`src/rtl/scan_pkg.sv`:
```
// Shared types for the serial 10110 scan controller and its detector core.
package scan_pkg;

  localparam int unsigned DEF_WIDTH = 16;
  localparam int unsigned DEF_CNTW  = 5;

  // Controller FSM states.
  typedef enum logic [1:0] {
    IDLE   = 2'b00,
    SHIFT  = 2'b01,
    DRAIN  = 2'b10,
    REPORT = 2'b11
  } scan_state_e;

  // Detector states; Sn means the last n bits matched the first n bits of 10110.
  typedef enum logic [2:0] {
    S0 = 3'b000,
    S1 = 3'b001,
    S2 = 3'b010,
    S3 = 3'b011,
    S4 = 3'b100,
    S5 = 3'b101
  } det_state_e;

endpackage

```
`src/rtl/seq10110_core.sv`:
```
// Moore detector for serial pattern 10110, overlapping matches allowed.
module seq10110_core
  import scan_pkg::*;
(
  input  logic clk,
  input  logic rst,
  input  logic clr,
  input  logic en,
  input  logic j,
  output logic w
);

  det_state_e ps;
  det_state_e ps_nxt;

  // Next state: clear wins, en=0 holds the current state.
  always_comb begin
    ps_nxt = ps;
    if (clr) begin
      ps_nxt = S0;
    end else if (en) begin
      case (ps)
        S0:      ps_nxt = j ? S1 : S0;
        S1:      ps_nxt = j ? S1 : S2;
        S2:      ps_nxt = j ? S3 : S0;
        S3:      ps_nxt = j ? S4 : S2;
        S4:      ps_nxt = j ? S1 : S5;
        S5:      ps_nxt = j ? S3 : S0;
        default: ps_nxt = S0;
      endcase
    end
  end

  // State register; w is registered alongside so it always equals (ps == S5).
  always_ff @(posedge clk) begin
    if (!rst) begin
      ps <= S0;
      w  <= 1'b0;
    end else begin
      ps <= ps_nxt;
      w  <= (ps_nxt == S5);
    end
  end

endmodule

```
`src/rtl/serial_scan_ctrl.sv`:
```
// Accepts a word, shifts it MSB-first through the 10110 detector, returns the hit count.
module serial_scan_ctrl
  import scan_pkg::*;
#(
  parameter int unsigned WIDTH = DEF_WIDTH,
  parameter int unsigned CNTW  = DEF_CNTW
) (
  input  logic             clk,
  input  logic             rst,
  input  logic             in_valid,
  input  logic [WIDTH-1:0] in_data,
  output logic             in_ready,
  output logic             out_valid,
  output logic [CNTW-1:0]  out_count,
  input  logic             out_ready
);

  localparam int unsigned BCW = $clog2(WIDTH + 1);
  localparam logic [CNTW-1:0] CNT_MAX = '1;

  scan_state_e      state;
  scan_state_e      state_nxt;
  logic             load;
  logic             shift_en;
  logic             count_en;
  logic [WIDTH-1:0] shreg;
  logic [BCW-1:0]   bitcnt;
  logic [CNTW-1:0]  hit_cnt;
  logic [CNTW-1:0]  hit_nxt;
  logic             core_w;

  // Detector core; cleared on every accept so matches never span words.
  seq10110_core u_core (
    .clk (clk),
    .rst (rst),
    .clr (load),
    .en  (shift_en),
    .j   (shreg[WIDTH-1]),
    .w   (core_w)
  );

  // FSM state register.
  always_ff @(posedge clk) begin
    if (!rst) begin
      state <= IDLE;
    end else begin
      state <= state_nxt;
    end
  end

  // Next-state and datapath control decode.
  always_comb begin
    state_nxt = state;
    load      = 1'b0;
    shift_en  = 1'b0;
    count_en  = 1'b0;
    case (state)
      IDLE: begin
        if (in_valid) begin
          load      = 1'b1;
          state_nxt = SHIFT;
        end
      end
      SHIFT: begin
        shift_en = 1'b1;
        count_en = 1'b1;
        if (bitcnt == BCW'(WIDTH - 1)) begin
          state_nxt = DRAIN;
        end
      end
      DRAIN: begin
        count_en  = 1'b1;
        state_nxt = REPORT;
      end
      REPORT: begin
        if (out_ready) begin
          state_nxt = IDLE;
        end
      end
      default: state_nxt = IDLE;
    endcase
  end

  // Saturating hit count; w lags the core by one cycle, so DRAIN picks up the last bit.
  always_comb begin
    hit_nxt = hit_cnt;
    if (load) begin
      hit_nxt = '0;
    end else if (count_en && core_w && (hit_cnt != CNT_MAX)) begin
      hit_nxt = hit_cnt + CNTW'(1);
    end
  end

  // Shift register, bit counter, hit counter and registered outputs.
  always_ff @(posedge clk) begin
    if (!rst) begin
      shreg     <= '0;
      bitcnt    <= '0;
      hit_cnt   <= '0;
      out_count <= '0;
      in_ready  <= 1'b1;
      out_valid <= 1'b0;
    end else begin
      if (load) begin
        shreg  <= in_data;
        bitcnt <= '0;
      end else if (shift_en) begin
        shreg  <= {shreg[WIDTH-2:0], 1'b0};
        bitcnt <= bitcnt + BCW'(1);
      end
      hit_cnt <= hit_nxt;
      if (state == DRAIN) begin
        out_count <= hit_nxt;
      end
      in_ready  <= (state_nxt == IDLE);
      out_valid <= (state_nxt == REPORT);
    end
  end

endmodule

```
`config.mk`:
```
export PLATFORM = sky130hd
export DESIGN_NAME = serial_scan_ctrl
export DESIGN_NICKNAME = d
export VERILOG_FILES = /design/src/rtl/scan_pkg.sv /design/src/rtl/seq10110_core.sv /design/src/rtl/serial_scan_ctrl.sv
export SDC_FILE = /design/constraint.sdc
export NUM_CORES = 1
export LEC_CHECK = 0
export ABC_AREA = 1
export CAP_MARGIN = 20
export CELL_PAD_IN_SITES_DETAIL_PLACEMENT = 0
export CELL_PAD_IN_SITES_GLOBAL_PLACEMENT = 2
export CORE_MARGIN = 2
export CORE_UTILIZATION = 33
export DETAILED_ROUTE_END_ITERATION = 10
export PLACE_DENSITY_LB_ADDON = 0.08
export SKIP_LAST_GASP = 1
export SLEW_MARGIN = 20
export SYNTH_ARGS = -nofsm -noshare
export SYNTH_HDL_FRONTEND = slang
export SYNTH_SLANG_ARGS = --single-unit
```
`constraint.sdc`:
```
create_clock -name clk -period 4.13 [get_ports clk]
set_input_delay 1.239 -clock clk [delete_from_list [all_inputs] [get_ports clk]]
set_output_delay 1.239 -clock clk [all_outputs]
set_load 0.02 [all_outputs]
```
==> reports/qor.txt <==
worst-skew pair later-pin latency: 0.29 ns
Post-synth ARST share: 0%
Power Density: 331 nW/µm²
final hold slack: 0.468 ns
crit path capture: out_count[3]
clk slew on worst S/H paths: 0.07 ns
largest net degree at the start of global routing: 22
peak supply drop: 0.156 mV
Clock power frac: 31.3%
Core ar.: 5850 µm²
R2R cell count: 7
final WL: 4250 µm
Setup crit end kind: output pin
first-pass detailed-route iteration total: 4
Starting Density: 33.7%
Worst Path Required: 2.89 ns
Leak Pwr: 1.06 nW
row count: 28
cts bufs inserted: 5
cells after synthesis: 269
synth warn: 0
area occupied by multi-input gates: 956 µm²
synthesized area: 1970 µm²
Clock Tree Buf Depth: 2
initial antenna violation count: 0
XOR/XNOR Fraction of Synth Area: 0.444%
top-area cell type share of the netlist area: 39.6%
most common cell in the netlist: nand2_1
relative slew slack: 54.5%
post-synthesis compound-gate area fraction: 8.38%
Nets: 323
CP bufs+invs: 1
Simple-Gate Fraction of Synth Area: 33.9%
syn_nets: 298
worst-path cell chain: clkdlybuf4s50_1
Antenna diodes: 0
DP Area: 2250 µm²
drt wl/cell: 11.6 µm
CP Launch Type: flop
ys flop type: dfxtp_1
cell family with most CP delay: buffers and inverters
reg-to-reg endpoint: shreg[1]
H-tree depth: 2
hold_buf cts: 0
mux cell area share after synthesis: 0%
Final Cell Area: 2330 µm²
clk root buf: clkbuf_8
r2r setup slk: 2.21 ns
Setup TNS: 0 ns
Synth top cells by count: nand2_1 (83), dfxtp_1 (39), inv_1 (34)
outcome: finished, final reports clean
clock skew: 0.00581 ns
vias: 1,650
beginning of the worst hold path: shreg[0]
Crit. Startpoint: out_count[3]
Setup-failing EPs final: 0
f_max: 402 MHz
combinational power share: 16.5%
Worst-Margin Slew: 0.682 ns
synthesized flop and latch total: 39
share of layout cells above drive strength 1: 10.2%
Sw Ratio: 27.8%
Synth Area in Adders: 5.71%
CTS Sinks: 39
sequential-to-total area share from yosys stat: 39.6%
height of the chip: 81.3 µm
top cells by area, synth: dfxtp_1 (40%), nand2_1 (16%), inv_1 (6.5%), ha_1 (5.7%), nand3_1 (5.1%)
die area: 6610 µm²
Synth area leader: dfxtp_1
unrepaired setup endpoints after global routing: no
DRC: 0
dpl hpwl: 3100 µm
Fill cells: 629
RePlAce Congestion: 0.800
stages on the worst setup path: 1
post-route antenna net violation count: 0
Worst EP arrival: 1.25 ns
CTS tree: built
main combinational cell family by area after synthesis: simple AND/OR/NAND/NOR gates
Port Buffers: 26
Design Power: 0.770 mW
sequential share of power: 52.2%
Hold Vio Cnt, Final: 0
Post-CTS Setup Bufs: 0
Seq. cell area: 781 µm²
crit path max-delay cell type: clkdlybuf4s50_1
Hold Path Class: reg -> reg
Post-synth EDFFs: 0
max incr delay on CP: 0.62 ns
vias per cell: 4.48
internal power: 0.556 mW
Critical Path Fanout Max: 2
reg2reg start: state[1]
Total GRT Usage: 14.4%
P&R area growth vs syn: 18.0%
Worst Setup Path Type: reg -> out
gr ovfl total: 0
Die W: 81.3 µm
IO Pins: 27
maxcap violations: 0
period utilization: 60.2%
via count of the first global-routing pass: 1,550
fin crit period: 2.49 ns
Slew Limit Fails: 0
post_cts resized: 0
Net Switching: 0.214 mW
count of different cell masters after synthesis: 34
DR iter-0 viols: 59
first-pass GRT wire length: 7220 µm
Synth Area per Inst: 7.33 µm²
==> power by group through the flow <==
stage          Clock (mW)  Combinational, mW  Sequential (mW)
3_5_place_dp            0              0.130            0.411
4_1_cts             0.250              0.130            0.402
6_report            0.241              0.127            0.402
5_1_grt             0.267              0.144            0.405
3_3_place_gp            0              0.131            0.411
2_1_floorplan           0             0.0993            0.410
==> through the flow <==
stage          std cells  worst slack (ns)  utilization (%)
2_1_floorplan        269              2.27                -
3_3_place_gp         362              1.45             38.5
3_5_place_dp         362              1.40             38.5
4_1_cts              368              1.62             39.8
5_1_grt              368              1.59             39.8
6_report             368              1.64             39.8
==> how the worst min path moves through the flow <==
stage | to | slack [ns] | depth (start not counted)
2_1_floorplan | shreg[0] | 0.44 | 2
3_3_place_gp | shreg[0] | 0.45 | 2
3_5_place_dp | shreg[0] | 0.46 | 2
4_1_cts | shreg[0] | 0.47 | 2
5_1_grt | shreg[5] | 0.50 | 2
6_report | shreg[0] | 0.47 | 2
==> metal layers <==
layer | GRT usage, % | vias to the layer above | wire (µm)
li1 | - | 882 | -
met1 | 18.5 | 744 | 2170
met2 | 22.8 | 18 | 1880
met3 | 4.00 | 6 | 132
met4 | 5.59 | 0 | 72
met5 | 0 | - | 0
==> tightest hold or removal path, stage by stage, from the launching register on <==
cell	delay, ns
dfxtp_1	0.32
nand2_1	0.06
a21oi_1	0.05
==> registers in the layout (all words and copies together) (netlist names) <==
| register | flops |
|---|---|
| bitcnt | 5 |
| hit_cnt | 5 |
| in_ready | 1 |
| out_count | 5 |
| out_valid | 1 |
| shreg | 16 |
| state | 2 |
| u_core.ps | 3 |
| u_core.w | 1 |
==> cells by family after synthesis <==
logic type | count (synthesis)
buf+inv | 48
flops | 39
fa+ha+maj | 9
simple gates | 144
compound gates | 28
xor+xnor | 1
==> final cells by class <==
| type | instances | area share [%] |
|---|---|---|
| tap | 75 | 4.03 |
| clock buffer | 6 | 3.12 |
| multi-input combinational | 182 | 41.1 |
| timing repair buffer | 27 | 11.5 |
| inverter | 39 | 6.72 |
| sequential | 39 | 33.5 |
==> placed cells by master (no fill, tap or decap), types with 2 or more instances in the layout <==
master	netlist	routed
o21ai_1	4	4
nor2_2	2	2
clkbuf_8	0	5
nand4_1	2	2
clkdlybuf4s50_1	0	26
inv_1	34	34
nand2_2	3	3
nor2_1	20	20
dfxtp_1	39	39
nand3_1	20	20
nor3_2	2	2
nand3_2	4	4
ha_1	9	9
o21ai_0	6	6
inv_2	3	3
inv_6	2	2
nor2_4	2	2
nand2_1	83	83
nor3_1	2	2
o21ai_2	2	2
a21oi_1	11	11
Note: power is estimated with default switching activity, not from simulation.
